**config.mk**
```make
export PLATFORM = sky130hd
export DESIGN_NAME = add_mol_rr_scheduler_flat
export DESIGN_NICKNAME = d
export VERILOG_FILES = /design/src/rtl/add_mol_rr_scheduler_if.sv /design/src/rtl/add_mol_rr_scheduler.sv /design/src/flat_wrapper.sv
export SDC_FILE = /design/constraint.sdc
export NUM_CORES = 1
export LEC_CHECK = 0
export ABC_AREA = 1
export CAP_MARGIN = 0
export CORE_MARGIN = 3
export CORE_UTILIZATION = 34
export DETAILED_ROUTE_END_ITERATION = 8
export PLACE_DENSITY = 0.95
export SLEW_MARGIN = 5
export SYNTH_ARGS = -nofsm -noshare
export SYNTH_HDL_FRONTEND = slang
export SYNTH_SLANG_ARGS = --single-unit
```
**constraint.sdc**
```tcl
create_clock -name clk -period 6.7 [get_ports clk]
set_clock_uncertainty 0.2 [all_clocks]
set_input_delay 1.005 -clock clk [delete_from_list [all_inputs] [get_ports clk]]
set_output_delay 1.005 -clock clk [all_outputs]
set_load 0.02 [all_outputs]
```
**src/rtl/add_mol_rr_scheduler_if.sv**
```systemverilog
// Interface bundling requester, add_mol pipeline and response signals for add_mol_rr_scheduler.
`default_nettype none

interface add_mol_rr_scheduler_if #(
  parameter int NUM_REQ  = 4,
  parameter int DATA_W   = 32,
  parameter int PIPE_LAT = 2
);
  logic                           enable;
  logic [NUM_REQ-1:0]             req_valid;
  logic [NUM_REQ*DATA_W-1:0]      req_data;
  logic [NUM_REQ-1:0]             req_ready;
  logic [DATA_W-1:0]              pipe_x;
  logic [DATA_W-1:0]              pipe_out;
  logic [NUM_REQ-1:0]             rsp_valid;
  logic [DATA_W-1:0]              rsp_data;
  logic [$clog2(PIPE_LAT+1)-1:0]  in_flight;
  logic                           idle;

  modport master (
    output enable, req_valid, req_data, pipe_out,
    input  req_ready, pipe_x, rsp_valid, rsp_data, in_flight, idle
  );

  modport slave (
    input  enable, req_valid, req_data, pipe_out,
    output req_ready, pipe_x, rsp_valid, rsp_data, in_flight, idle
  );
endinterface

`default_nettype wire

```
**src/rtl/add_mol_rr_scheduler.sv**
```systemverilog
// Round-robin sharing of one fixed-latency add_mol pipeline among NUM_REQ requesters,
// with a tag shift register that routes each result back to its issuer.
`default_nettype none

module add_mol_rr_scheduler #(
  parameter int NUM_REQ  = 4,
  parameter int DATA_W   = 32,
  parameter int PIPE_LAT = 2
) (
  input  wire logic            clk,
  input  wire logic            rst_n,
  add_mol_rr_scheduler_if.slave s
);
  localparam int TAG_W = $clog2(NUM_REQ);
  localparam int CNT_W = $clog2(PIPE_LAT + 1);

  logic [TAG_W-1:0]    r_rr_ptr;
  logic [TAG_W-1:0]    w_winner;
  logic                w_found;
  logic                w_issue;
  logic [PIPE_LAT-1:0] r_v;
  logic [TAG_W-1:0]    r_tag [PIPE_LAT];
  logic [PIPE_LAT-1:0] w_v_nxt;
  logic [CNT_W-1:0]    r_in_flight;
  logic [CNT_W-1:0]    w_in_flight_nxt;

  // Rotating priority scan starting at r_rr_ptr; gating with rst_n keeps grants off during reset.
  always_comb begin
    w_found  = 1'b0;
    w_winner = '0;
    for (int k = 0; k < NUM_REQ; k++) begin
      if (!w_found && s.req_valid[(int'(r_rr_ptr) + k) % NUM_REQ]) begin
        w_found  = 1'b1;
        w_winner = TAG_W'((int'(r_rr_ptr) + k) % NUM_REQ);
      end
    end
    w_issue = w_found & s.enable & rst_n;
  end

  always_comb begin
    s.req_ready = '0;
    s.pipe_x    = '0;
    if (w_issue) begin
      s.req_ready[w_winner] = 1'b1;
      s.pipe_x              = s.req_data[w_winner*DATA_W +: DATA_W];
    end
  end

  always_comb begin
    w_v_nxt[0]      = w_issue;
    for (int i = 1; i < PIPE_LAT; i++) begin
      w_v_nxt[i] = r_v[i-1];
    end
    w_in_flight_nxt = '0;
    for (int i = 0; i < PIPE_LAT; i++) begin
      w_in_flight_nxt = w_in_flight_nxt + CNT_W'(w_v_nxt[i]);
    end
  end

  always_ff @(posedge clk or negedge rst_n) begin
    if (!rst_n) begin
      r_rr_ptr    <= '0;
      r_v         <= '0;
      r_in_flight <= '0;
      for (int i = 0; i < PIPE_LAT; i++) begin
        r_tag[i] <= '0;
      end
    end else begin
      r_v         <= w_v_nxt;
      r_in_flight <= w_in_flight_nxt;
      r_tag[0]    <= w_winner;
      for (int i = 1; i < PIPE_LAT; i++) begin
        r_tag[i] <= r_tag[i-1];
      end
      if (w_issue) begin
        r_rr_ptr <= (w_winner == TAG_W'(NUM_REQ - 1)) ? '0 : w_winner + 1'b1;
      end
    end
  end

  // Only the valid bit qualifies pipe_out, so add_mol's unreset contents never leak out.
  always_comb begin
    s.rsp_valid = '0;
    s.rsp_data  = '0;
    if (r_v[PIPE_LAT-1]) begin
      s.rsp_valid[r_tag[PIPE_LAT-1]] = 1'b1;
      s.rsp_data                     = s.pipe_out;
    end
  end

  assign s.in_flight = r_in_flight;
  assign s.idle      = (r_in_flight == '0) && !w_issue;

endmodule

`default_nettype wire

```
**src/flat_wrapper.sv**
```systemverilog
// flat-port wrapper written by rule: the top's interface ports become plain ports
module add_mol_rr_scheduler_flat 
#(
  parameter int NUM_REQ  = 4,
  parameter int DATA_W   = 32,
  parameter int PIPE_LAT = 2
)
  (clk, rst_n, s_enable, s_req_valid, s_req_data, s_pipe_out, s_req_ready, s_pipe_x, s_rsp_valid, s_rsp_data, s_in_flight, s_idle);
  add_mol_rr_scheduler_if #(.NUM_REQ(NUM_REQ), .DATA_W(DATA_W), .PIPE_LAT(PIPE_LAT)) s_i ();
  input  wire logic clk;
  input  wire logic rst_n;
  input wire logic [$bits(s_i.enable)-1:0] s_enable;
  input wire logic [$bits(s_i.req_valid)-1:0] s_req_valid;
  input wire logic [$bits(s_i.req_data)-1:0] s_req_data;
  input wire logic [$bits(s_i.pipe_out)-1:0] s_pipe_out;
  output wire logic [$bits(s_i.req_ready)-1:0] s_req_ready;
  output wire logic [$bits(s_i.pipe_x)-1:0] s_pipe_x;
  output wire logic [$bits(s_i.rsp_valid)-1:0] s_rsp_valid;
  output wire logic [$bits(s_i.rsp_data)-1:0] s_rsp_data;
  output wire logic [$bits(s_i.in_flight)-1:0] s_in_flight;
  output wire logic [$bits(s_i.idle)-1:0] s_idle;
  assign s_i.enable = s_enable;
  assign s_i.req_valid = s_req_valid;
  assign s_i.req_data = s_req_data;
  assign s_i.pipe_out = s_pipe_out;
  assign s_req_ready = s_i.req_ready;
  assign s_pipe_x = s_i.pipe_x;
  assign s_rsp_valid = s_i.rsp_valid;
  assign s_rsp_data = s_i.rsp_data;
  assign s_in_flight = s_i.in_flight;
  assign s_idle = s_i.idle;
  add_mol_rr_scheduler #(.NUM_REQ(NUM_REQ), .DATA_W(DATA_W), .PIPE_LAT(PIPE_LAT)) u_core (.clk(clk), .rst_n(rst_n), .s(s_i));
endmodule
```
==> report_table.html, run 1 <==
<table>
<tr><th>Metric</th><th>Value</th></tr>
<tr><th colspan="2">Run status</th></tr>
<tr><td>Result of the run</td><td>finished clean</td></tr>
<tr><th colspan="2">Setup path</th></tr>
<tr><td>Slowest Stage Delay on Critical Path</td><td>0.88 ns</td></tr>
<tr><td>Worst path arrival time</td><td>4.21 ns</td></tr>
<tr><td>Type of element capturing the critical path</td><td>output port</td></tr>
<tr><td>Critical register-to-register path startpoint</td><td>u_core.r_rr_ptr[0]</td></tr>
<tr><td>Start-to-end type of the worst setup path</td><td>in -&gt; out</td></tr>
<tr><td>Setup crit start kind</td><td>primary input</td></tr>
<tr><td>Reg-to-reg critical path endpoint</td><td>u_core.r_rr_ptr[1]</td></tr>
<tr><td>Worst-path cell chain</td><td>clkdlybuf4s50_1, inv_1, nand2_1, nand2_1, nand2_1, nand2_2, a21oi_1, nand2_2, nand2_2, inv_1, ha_1, inv_1, nor2_1, clkdlybuf4s50_1</td></tr>
<tr><td>Worst Reg2Reg Path Length in Cells</td><td>12</td></tr>
<tr><td>Critical-path cell with the highest stage delay</td><td>sky130_fd_sc_hd__nand2_2</td></tr>
<tr><td>Worst path required time</td><td>5.49 ns</td></tr>
<tr><td>Reg2Reg Setup Slack</td><td>3.39 ns</td></tr>
<tr><td>Maximum net fanout on the critical path</td><td>68</td></tr>
<tr><th colspan="2">Placed design</th></tr>
<tr><td>Post-detailed-placement half-perimeter wirelength</td><td>9.15 mm</td></tr>
<tr><td>Port Buffers</td><td>241</td></tr>
<tr><td>Final weighted congestion in routability-driven placement</td><td>0.922</td></tr>
<tr><th colspan="2">Synth</th></tr>
<tr><td>Number of distinct library cells after synthesis</td><td>21</td></tr>
<tr><td>Most frequent cell after synthesis</td><td>sky130_fd_sc_hd__inv_1</td></tr>
<tr><td>Prevailing post-synth register cell</td><td>sky130_fd_sc_hd__dfrtp_1</td></tr>
<tr><td>Proportion of register bits with asynchronous set or reset after synthesis</td><td>1.00</td></tr>
<tr><td>Post-Syn Nets</td><td>700</td></tr>
<tr><td>Average cell area after synthesis</td><td>5.02 sq um</td></tr>
<tr><td>Yosys reg bits</td><td>10</td></tr>
<tr><td>Post-synth EDFFs</td><td>0</td></tr>
<tr><td>Synth Warn #</td><td>0</td></tr>
<tr><td>Cell type contributing the most total cell area after synthesis</td><td>sky130_fd_sc_hd__inv_1</td></tr>
<tr><td>Share of the synthesized area in the top cell type</td><td>0.207</td></tr>
<tr><td>Leading cell types by count after synthesis</td><td>sky130_fd_sc_hd__inv_1 (146), sky130_fd_sc_hd__nand2_1 (130), sky130_fd_sc_hd__nand3_1 (106)</td></tr>
<tr><td>Top area cells in the synthesized netlist</td><td>sky130_fd_sc_hd__inv_1 (21%), sky130_fd_sc_hd__nand3_1 (20%), sky130_fd_sc_hd__nand2_1 (18%)</td></tr>
<tr><td>Gate count after technology mapping</td><td>528</td></tr>
<tr><td>Combined area of all synthesized cells</td><td>0.00265 sq mm</td></tr>
<tr><td>Proportion of synthesized chip area in sequential cells</td><td>0.0944</td></tr>
<tr><th colspan="2">Floorplan</th></tr>
<tr><td>Count of boundary I/O pins</td><td>242</td></tr>
<tr><td>Width of the die</td><td>94.3 microns</td></tr>
<tr><td>Starting utilization of the core area</td><td>0.358</td></tr>
<tr><td>Total Die Area</td><td>0.00889 sq mm</td></tr>
<tr><td>Placeable core region</td><td>0.00741 sq mm</td></tr>
<tr><td>Die Span Y</td><td>94.3 microns</td></tr>
<tr><td>Placement row count</td><td>31</td></tr>
<tr><th colspan="2">Layout</th></tr>
<tr><td># diodes</td><td>0</td></tr>
<tr><td>Number of nets in the final layout</td><td>914</td></tr>
<tr><td>Number of inserted filler cells in the final layout</td><td>609</td></tr>
<tr><td>Syn-to-layout area delta</td><td>91.5%</td></tr>
<tr><td>Fraction of layout instances using a drive strength above 1</td><td>0.0310</td></tr>
<tr><th colspan="2">Clock network</th></tr>
<tr><td>Maximum clock insertion buffer count</td><td>2</td></tr>
<tr><td>Depth of the CTS H-tree</td><td>1</td></tr>
<tr><td>Clock Sink Count</td><td>10</td></tr>
<tr><td>Clock latency at the later pin of the worst-skew pair</td><td>0.23 ns</td></tr>
<tr><td>Clock edge transition at the registers on the reported setup and hold paths</td><td>0.05 ns</td></tr>
<tr><td>Post-cts hold buffer count</td><td>0</td></tr>
<tr><td>CTS tree</td><td>built</td></tr>
<tr><td>Number of CTS-inserted buffers</td><td>3</td></tr>
<tr><td>Post-CTS setup buffer count</td><td>0</td></tr>
<tr><td>Root buffer selected by CTS</td><td>sky130_fd_sc_hd__clkbuf_8</td></tr>
<tr><td>Post-cts sizing count</td><td>0</td></tr>
<tr><th colspan="2">Timing</th></tr>
<tr><td>Headroom to the max-slew limit</td><td>0.200</td></tr>
<tr><td>Accumulated negative setup slack</td><td>0 ns</td></tr>
<tr><td>Final min period</td><td>5.42 ns</td></tr>
<tr><td>Max-slew violation total from the final report</td><td>0</td></tr>
<tr><td>Achievable clock frequency</td><td>185 MHz</td></tr>
<tr><td>Worst Tran Pin Value</td><td>1.20 ns</td></tr>
<tr><td>Post-route fraction of the period consumed by the critical path</td><td>0.809</td></tr>
<tr><td>Setup repair after global routing missed its margin</td><td>no</td></tr>
<tr><td>Final hold violations</td><td>0</td></tr>
<tr><td>Setup violations, final</td><td>0</td></tr>
<tr><th colspan="2">Global routing</th></tr>
<tr><td>Grt met1 use</td><td>0.287</td></tr>
<tr><td>Gr busiest metal</td><td>met2</td></tr>
<tr><td>Number of global-route vias before repair</td><td>3696</td></tr>
<tr><td>Maximum number of pins on one net before global-route repair</td><td>69</td></tr>
<tr><td>Aggregate global-route resource usage</td><td>0.245</td></tr>
<tr><td>Met3 global-route usage</td><td>0.0280</td></tr>
<tr><td>Wire length of the first global-routing pass</td><td>17.8 mm</td></tr>
<tr><td>Grt met2 use</td><td>0.460</td></tr>
<tr><td>Leftover overflow at the end of global routing</td><td>0</td></tr>
<tr><td>Number of antenna violations at the first check in global routing</td><td>0</td></tr>
<tr><th colspan="2">Routing</th></tr>
<tr><td>Per-cell routed wire length</td><td>14.1 microns</td></tr>
<tr><td>Mean number of vias per cell</td><td>4.84</td></tr>
<tr><td>Number of detailed-routing iterations run before antenna repair</td><td>5</td></tr>
<tr><td>Count of routing violations after the opening detailed-route iteration</td><td>187</td></tr>
<tr><td>Number of nets with antenna violations after detailed routing</td><td>0</td></tr>
<tr><td>Via count</td><td>4067</td></tr>
<tr><td>DRC errors left</td><td>0</td></tr>
<tr><td>Final wirelength</td><td>11.9 mm</td></tr>
<tr><th colspan="2">Min path</th></tr>
<tr><td>Type of the worst min-delay path</td><td>reg -&gt; reg</td></tr>
<tr><td>Hold Path Stages</td><td>0</td></tr>
<tr><td>Worst min-delay path startpoint</td><td>u_core.r_tag[2]</td></tr>
<tr><td>Hold Path End</td><td>u_core.r_tag[0]</td></tr>
<tr><th colspan="2">Pwr</th></tr>
<tr><td>Ratio of total power to cell area</td><td>380 mW/mm^2</td></tr>
<tr><td>Total Power</td><td>1.93 mW</td></tr>
<tr><td>Peak VDD IR</td><td>0.000378 V</td></tr>
<tr><td>Pleak</td><td>2.68 nW</td></tr>
<tr><th colspan="2">Flow run</th></tr>
<tr><td>Number of max-cap violations</td><td>0</td></tr>
</table>
==> logic make-up (layout without fill, tap and decap cells) <==
family	count (synthesis)	after routing	share of synthesized area
adders and majority gates	5	5	0.0236
and+or+nand+nor	293	293	0.529
AOI/OAI and AO/OA	37	37	0.0708
DFF	10	10	0.0944
buffers and inverters	183	396	0.282
==> critical path: cells and delay by family <==
kind / cells / cell delay [ns]
adders and majority gates: 1 / 0.25
AOI/OAI and AO/OA: 1 / 0.19
and+or+nand+nor: 7 / 1.35
buffers and inverters: 5 / 1.41
==> per-layer routing <==
layer	wire length (microns)	vias up
met5	0	-
li1	-	2014
met3	869	39
met4	390	0
met1	4470	1820
met2	6150	194
==> layout make-up <==
cell class,instances,area [sq um],area share
repair buffers,244,2430,0.480
inverters,148,556,0.109
clock buffers,4,55.1,0.0108
multi-input cells,335,1660,0.327
well taps,99,124,0.0244
flip-flops and latches,10,250,0.0493
==> stage by stage <==
step | util | cell area [sq um] | std cells | hold WS [ns] | worst slack [ns]
after floorplan | - | 2650 | 528 | 0.131 | 3.03
after global placement | 0.678 | 5020 | 836 | 0.135 | 1.45
after detailed placement | 0.678 | 5020 | 836 | 0.155 | 1.30
after CTS | 0.685 | 5080 | 840 | 0.167 | 1.30
after global routing | 0.685 | 5080 | 840 | 0.171 | 0.981
final | 0.685 | 5080 | 840 | 0.166 | 1.28
==> registers in the layout, summed over array words and instances, names as in the netlist <==
name / count
u_core.r_tag: 4
u_core.r_rr_ptr: 2
u_core.r_v: 2
u_core.s.in_flight: 2
==> placed cells by master, fill, tap and decap left out, drive strengths merged <==
cell           instances
dfrtp                 10
o21ai                  3
clkbuf                 4
buf                    3
clkdlybuf4s50        241
nor3                   5
nand3                107
nor2                  11
nand3b                32
nand2                138
a21oi                 33
inv                  148
ha                     5
a21boi                 1
==> worst max-delay path by stage <==
| stage | startpoint | end | slack, ns | depth (start not counted) |
|---|---|---|---|---|
| final | s_req_valid[3] | s_req_ready[3] | 1.28 | 14 |
| after global routing | s_req_valid[3] | s_req_ready[3] | 0.98 | 14 |
| after CTS | s_req_valid[1] | s_req_ready[3] | 1.30 | 14 |
| after detailed placement | s_req_valid[3] | s_req_ready[3] | 1.30 | 14 |
| after global placement | s_req_valid[2] | s_req_ready[3] | 1.45 | 14 |
| after floorplan | s_req_valid[3] | s_req_ready[3] | 3.03 | 14 |
==> power by group <==
part / internal, mW / switching, mW / total [mW]
logic: 0.646 / 1.09 / 1.74
registers: 0.0832 / 0.0325 / 0.116
clock network: 0.0517 / 0.0236 / 0.0752
total: 0.781 / 1.15 / 1.93
Power figures use the tool's default switching activity.
==> run 2: changes to the inputs <==
--- a/config.mk
+++ b/config.mk
@@ -8,9 +8,9 @@
 export ABC_AREA = 1
 export CAP_MARGIN = 0
 export CORE_MARGIN = 3
-export CORE_UTILIZATION = 34
+export CORE_UTILIZATION = 32
 export DETAILED_ROUTE_END_ITERATION = 8
-export PLACE_DENSITY = 0.95
+export PLACE_DENSITY = 0.94
 export SLEW_MARGIN = 5
 export SYNTH_ARGS = -nofsm -noshare
 export SYNTH_HDL_FRONTEND = slang
==> constraint.sdc (replaced) <==
create_clock -name clk -period 5.3 [get_ports clk]
set_clock_uncertainty 0.2 [all_clocks]
set_input_delay 0.795 -clock clk [delete_from_list [all_inputs] [get_ports clk]]
set_output_delay 0.795 -clock clk [all_outputs]
set_load 0.02 [all_outputs]
==> run 2 against run 1 <==
- largest power group unchanged
- critical path type unchanged
- power is 28% higher
- via count shrank 1.5%
- sequential power increased by 25%
==> report_table.html, run 2 (synthesized netlist as in run 1, its figures left out) <==
<table>
<tr><th>Metric</th><th>Value</th></tr>
<tr><th colspan="2">Layout</th></tr>
<tr><td># diodes</td><td>0 (unchanged)</td></tr>
<tr><td>Fraction of layout instances using a drive strength above 1</td><td>0.0336 (was 0.0310)</td></tr>
<tr><td>Share of the core filled with cells in the final layout</td><td>0.648 (was 0.685)</td></tr>
<tr><td>Most common cell after layout, fill and taps aside</td><td>sky130_fd_sc_hd__clkdlybuf4s50_1 (unchanged)</td></tr>
<tr><td>Number of nets in the final layout</td><td>917 (was 914)</td></tr>
<tr><td>Syn-to-layout area delta</td><td>92.9% (was 91.5%)</td></tr>
<tr><td>Number of flip-flops under the largest register name</td><td>4 (unchanged)</td></tr>
<tr><td>Register with the most flip-flops</td><td>u_core.r_tag (unchanged)</td></tr>
<tr><td>Commonest cells after routing, fill and taps aside</td><td>sky130_fd_sc_hd__clkdlybuf4s50_1 (241), sky130_fd_sc_hd__inv_1 (146), sky130_fd_sc_hd__nand2_1 (128) (unchanged)</td></tr>
<tr><th colspan="2">Floorplan</th></tr>
<tr><td>Count of boundary I/O pins</td><td>242 (unchanged)</td></tr>
<tr><td>Placeable core region</td><td>0.00789 sq mm (was 0.00741 sq mm)</td></tr>
<tr><td>Total Die Area</td><td>0.00941 sq mm (was 0.00889 sq mm)</td></tr>
<tr><td>Die Span Y</td><td>97.0 microns (was 94.3 microns)</td></tr>
<tr><td>Starting utilization of the core area</td><td>0.336 (was 0.358)</td></tr>
<tr><td>Width of the die</td><td>97.0 microns (was 94.3 microns)</td></tr>
<tr><td>Placement row count</td><td>32 (was 31)</td></tr>
<tr><th colspan="2">Flow run</th></tr>
<tr><td>Number of max-cap violations</td><td>0 (unchanged)</td></tr>
<tr><th colspan="2">Setup path</th></tr>
<tr><td>Setup crit start kind</td><td>primary input (unchanged)</td></tr>
<tr><td>Slowest Stage Delay on Critical Path</td><td>0.63 ns (was 0.88 ns)</td></tr>
<tr><td>Worst path arrival time</td><td>3.65 ns (was 4.21 ns)</td></tr>
<tr><td>Worst-path cell chain</td><td>clkdlybuf4s50_1, inv_1, nand2_1, nand3_1, a21boi_0, nand3_1, nand2_2, nand3_1, a21oi_1, clkdlybuf4s50_1 (was clkdlybuf4s50_1, inv_1, nand2_1, nand2_1, nand2_1, nand2_2, a21oi_1, nand2_2, nand2_2, inv_1, ha_1, inv_1, nor2_1, clkdlybuf4s50_1)</td></tr>
<tr><td>Reg2Reg Setup Slack</td><td>2.52 ns (was 3.39 ns)</td></tr>
<tr><td>Worst Reg2Reg Path Length in Cells</td><td>12 (unchanged)</td></tr>
<tr><td>Critical-path cell with the highest stage delay</td><td>sky130_fd_sc_hd__clkdlybuf4s50_1 (was sky130_fd_sc_hd__nand2_2)</td></tr>
<tr><td>CP dominant cell by count</td><td>sky130_fd_sc_hd__nand3_1</td></tr>
<tr><td>Maximum net fanout on the critical path</td><td>34 (was 68)</td></tr>
<tr><td>Start-to-end type of the worst setup path</td><td>in -&gt; out (unchanged)</td></tr>
<tr><td>Type of element capturing the critical path</td><td>output port (unchanged)</td></tr>
<tr><td>Worst path required time</td><td>4.30 ns (was 5.49 ns)</td></tr>
<tr><th colspan="2">Clock network</th></tr>
<tr><td>CTS tree</td><td>built (unchanged)</td></tr>
<tr><td>Clock latency at the later pin of the worst-skew pair</td><td>0.23 ns (about the same)</td></tr>
<tr><td>Number of CTS-inserted buffers</td><td>3 (unchanged)</td></tr>
<tr><td>Depth of the CTS H-tree</td><td>1 (unchanged)</td></tr>
<tr><td>Clock Sink Count</td><td>10 (unchanged)</td></tr>
<tr><td>Clock edge transition at the registers on the reported setup and hold paths</td><td>0.05 ns (about the same)</td></tr>
<tr><td>Post-cts hold buffer count</td><td>0 (unchanged)</td></tr>
<tr><td>Post-cts sizing count</td><td>0 (unchanged)</td></tr>
<tr><td>Maximum clock insertion buffer count</td><td>2 (unchanged)</td></tr>
<tr><td>Root buffer selected by CTS</td><td>sky130_fd_sc_hd__clkbuf_8 (unchanged)</td></tr>
<tr><td>Post-CTS setup buffer count</td><td>0 (unchanged)</td></tr>
<tr><th colspan="2">Pwr</th></tr>
<tr><td>Pleak</td><td>2.70 nW (was 2.68 nW)</td></tr>
<tr><td>Peak VDD IR</td><td>0.000451 V (was 0.000378 V)</td></tr>
<tr><td>Total Power</td><td>2.47 mW (was 1.93 mW)</td></tr>
<tr><td>Ratio of total power to cell area</td><td>483 mW/mm^2 (was 380 mW/mm^2)</td></tr>
<tr><th colspan="2">Routing</th></tr>
<tr><td>DRC errors left</td><td>0 (unchanged)</td></tr>
<tr><td>Via count</td><td>4008 (was 4067)</td></tr>
<tr><td>Final wirelength</td><td>11.8 mm (was 11.9 mm)</td></tr>
<tr><td>Count of routing violations after the opening detailed-route iteration</td><td>142 (was 187)</td></tr>
<tr><td>Number of nets with antenna violations after detailed routing</td><td>0 (unchanged)</td></tr>
<tr><td>Number of detailed-routing iterations run before antenna repair</td><td>5 (unchanged)</td></tr>
<tr><td>Per-cell routed wire length</td><td>13.9 microns (was 14.1 microns)</td></tr>
<tr><td>Mean number of vias per cell</td><td>4.74 (was 4.84)</td></tr>
<tr><th colspan="2">Timing</th></tr>
<tr><td>Achievable clock frequency</td><td>215 MHz</td></tr>
<tr><td>Final min period</td><td>4.64 ns</td></tr>
<tr><td>Max-slew violation total from the final report</td><td>0 (unchanged)</td></tr>
<tr><td>Headroom to the max-slew limit</td><td>0.362 (was 0.200)</td></tr>
<tr><td>Final hold violations</td><td>0 (unchanged)</td></tr>
<tr><td>Accumulated negative setup slack</td><td>0 ns (unchanged)</td></tr>
<tr><td>Worst hold slack across all endpoints</td><td>0.154 ns (was 0.166 ns)</td></tr>
<tr><td>Worst Tran Pin Value</td><td>0.957 ns (was 1.20 ns)</td></tr>
<tr><td>Setup repair after global routing missed its margin</td><td>no (unchanged)</td></tr>
<tr><td>Setup violations, final</td><td>0 (unchanged)</td></tr>
<tr><td>Post-route fraction of the period consumed by the critical path</td><td>0.876</td></tr>
<tr><th colspan="2">Placed design</th></tr>
<tr><td>Post-detailed-placement half-perimeter wirelength</td><td>9.37 mm (was 9.15 mm)</td></tr>
<tr><td>Port Buffers</td><td>241 (unchanged)</td></tr>
<tr><td>Final weighted congestion in routability-driven placement</td><td>0.970 (was 0.922)</td></tr>
<tr><th colspan="2">Min path</th></tr>
<tr><td>Hold Path Stages</td><td>0 (unchanged)</td></tr>
<tr><td>Type of the worst min-delay path</td><td>reg -&gt; reg (unchanged)</td></tr>
<tr><th colspan="2">Global routing</th></tr>
<tr><td>Number of antenna violations at the first check in global routing</td><td>0 (unchanged)</td></tr>
<tr><td>Maximum number of pins on one net before global-route repair</td><td>65 (was 69)</td></tr>
<tr><td>Leftover overflow at the end of global routing</td><td>0 (unchanged)</td></tr>
<tr><td>Number of global-route vias before repair</td><td>3762 (was 3696)</td></tr>
<tr><td>Aggregate global-route resource usage</td><td>0.236 (was 0.245)</td></tr>
<tr><td>Wire length of the first global-routing pass</td><td>18.8 mm (was 17.8 mm)</td></tr>
<tr><th colspan="2">Run status</th></tr>
<tr><td>Result of the run</td><td>finished clean (unchanged)</td></tr>
</table>
-- run 2: cell types whose count changed in the layout (fill, tap and decap cells not counted), sizes merged --
| cell | previous run | this run |
|---|---|---|
| clkbuf | 4 | 3 |
| buf | 3 | 6 |
-- run 2: path summary, 6_finish.rpt --
path / startpoint / end
worst min register to register: u_core.r_tag[2] / u_core.r_tag[0]
worst max-delay path: s_req_valid[0] / s_pipe_x[18]
worst min-delay path: u_core.r_tag[2] / u_core.r_tag[0]
min in group asynchronous: rst_n / u_core.s.in_flight[0]
max in group asynchronous: rst_n / u_core.r_tag[3]
worst max register to register: u_core.r_rr_ptr[0] / u_core.r_rr_ptr[1]
-- run 2: where the power goes --
part / leakage [nW] / switching (mW) / internal (mW)
clock: 0.0216 / 0.0286 / 0.0496
combinational: 2.55 / 1.39 / 0.860
sequential: 0.125 / 0.0401 / 0.105
-- run 2: final cells by class --
| cell class | instances | area (sq um) |
|---|---|---|
| clock buffer | 3 | 41.3 |
| fill | 690 | 2770 |
| inverter | 148 | 556 |
| multi-input combinational | 335 | 1660 |
| sequential | 10 | 250 |
| tap | 102 | 128 |
| timing repair buffer | 247 | 2480 |
-- run 2: critical path, delay by kind of cell --
| kind | cells | cell delay [ns] |
|---|---|---|
| AO/OA/AOI/OAI | 2 | 0.56 |
| buffers and inverters | 3 | 1.18 |
| AND/OR/NAND/NOR | 5 | 1.08 |
-- run 2: layer usage --
layer / routed length, microns / track usage / up-vias
li1: - / - / 2022
met1: 4550 / 0.274 / 1792
met2: 6250 / 0.452 / 166
met3: 593 / 0.0238 / 28
met4: 358 / 0.0670 / 0
met5: 0 / 0 / -
-- run 2: through the flow --
| step | instances | area, sq um | setup WS (ns) |
|---|---|---|---|
| 2_1_floorplan | 528 | 2650 | 2.05 |
| 3_5_place_dp | 842 | 5070 | 0.704 |
| 5_1_grt | 845 | 5110 | 0.344 |
| 6_report | 845 | 5110 | 0.657 |
| 3_3_place_gp | 842 | 5070 | 0.831 |
| 4_1_cts | 845 | 5110 | 0.693 |
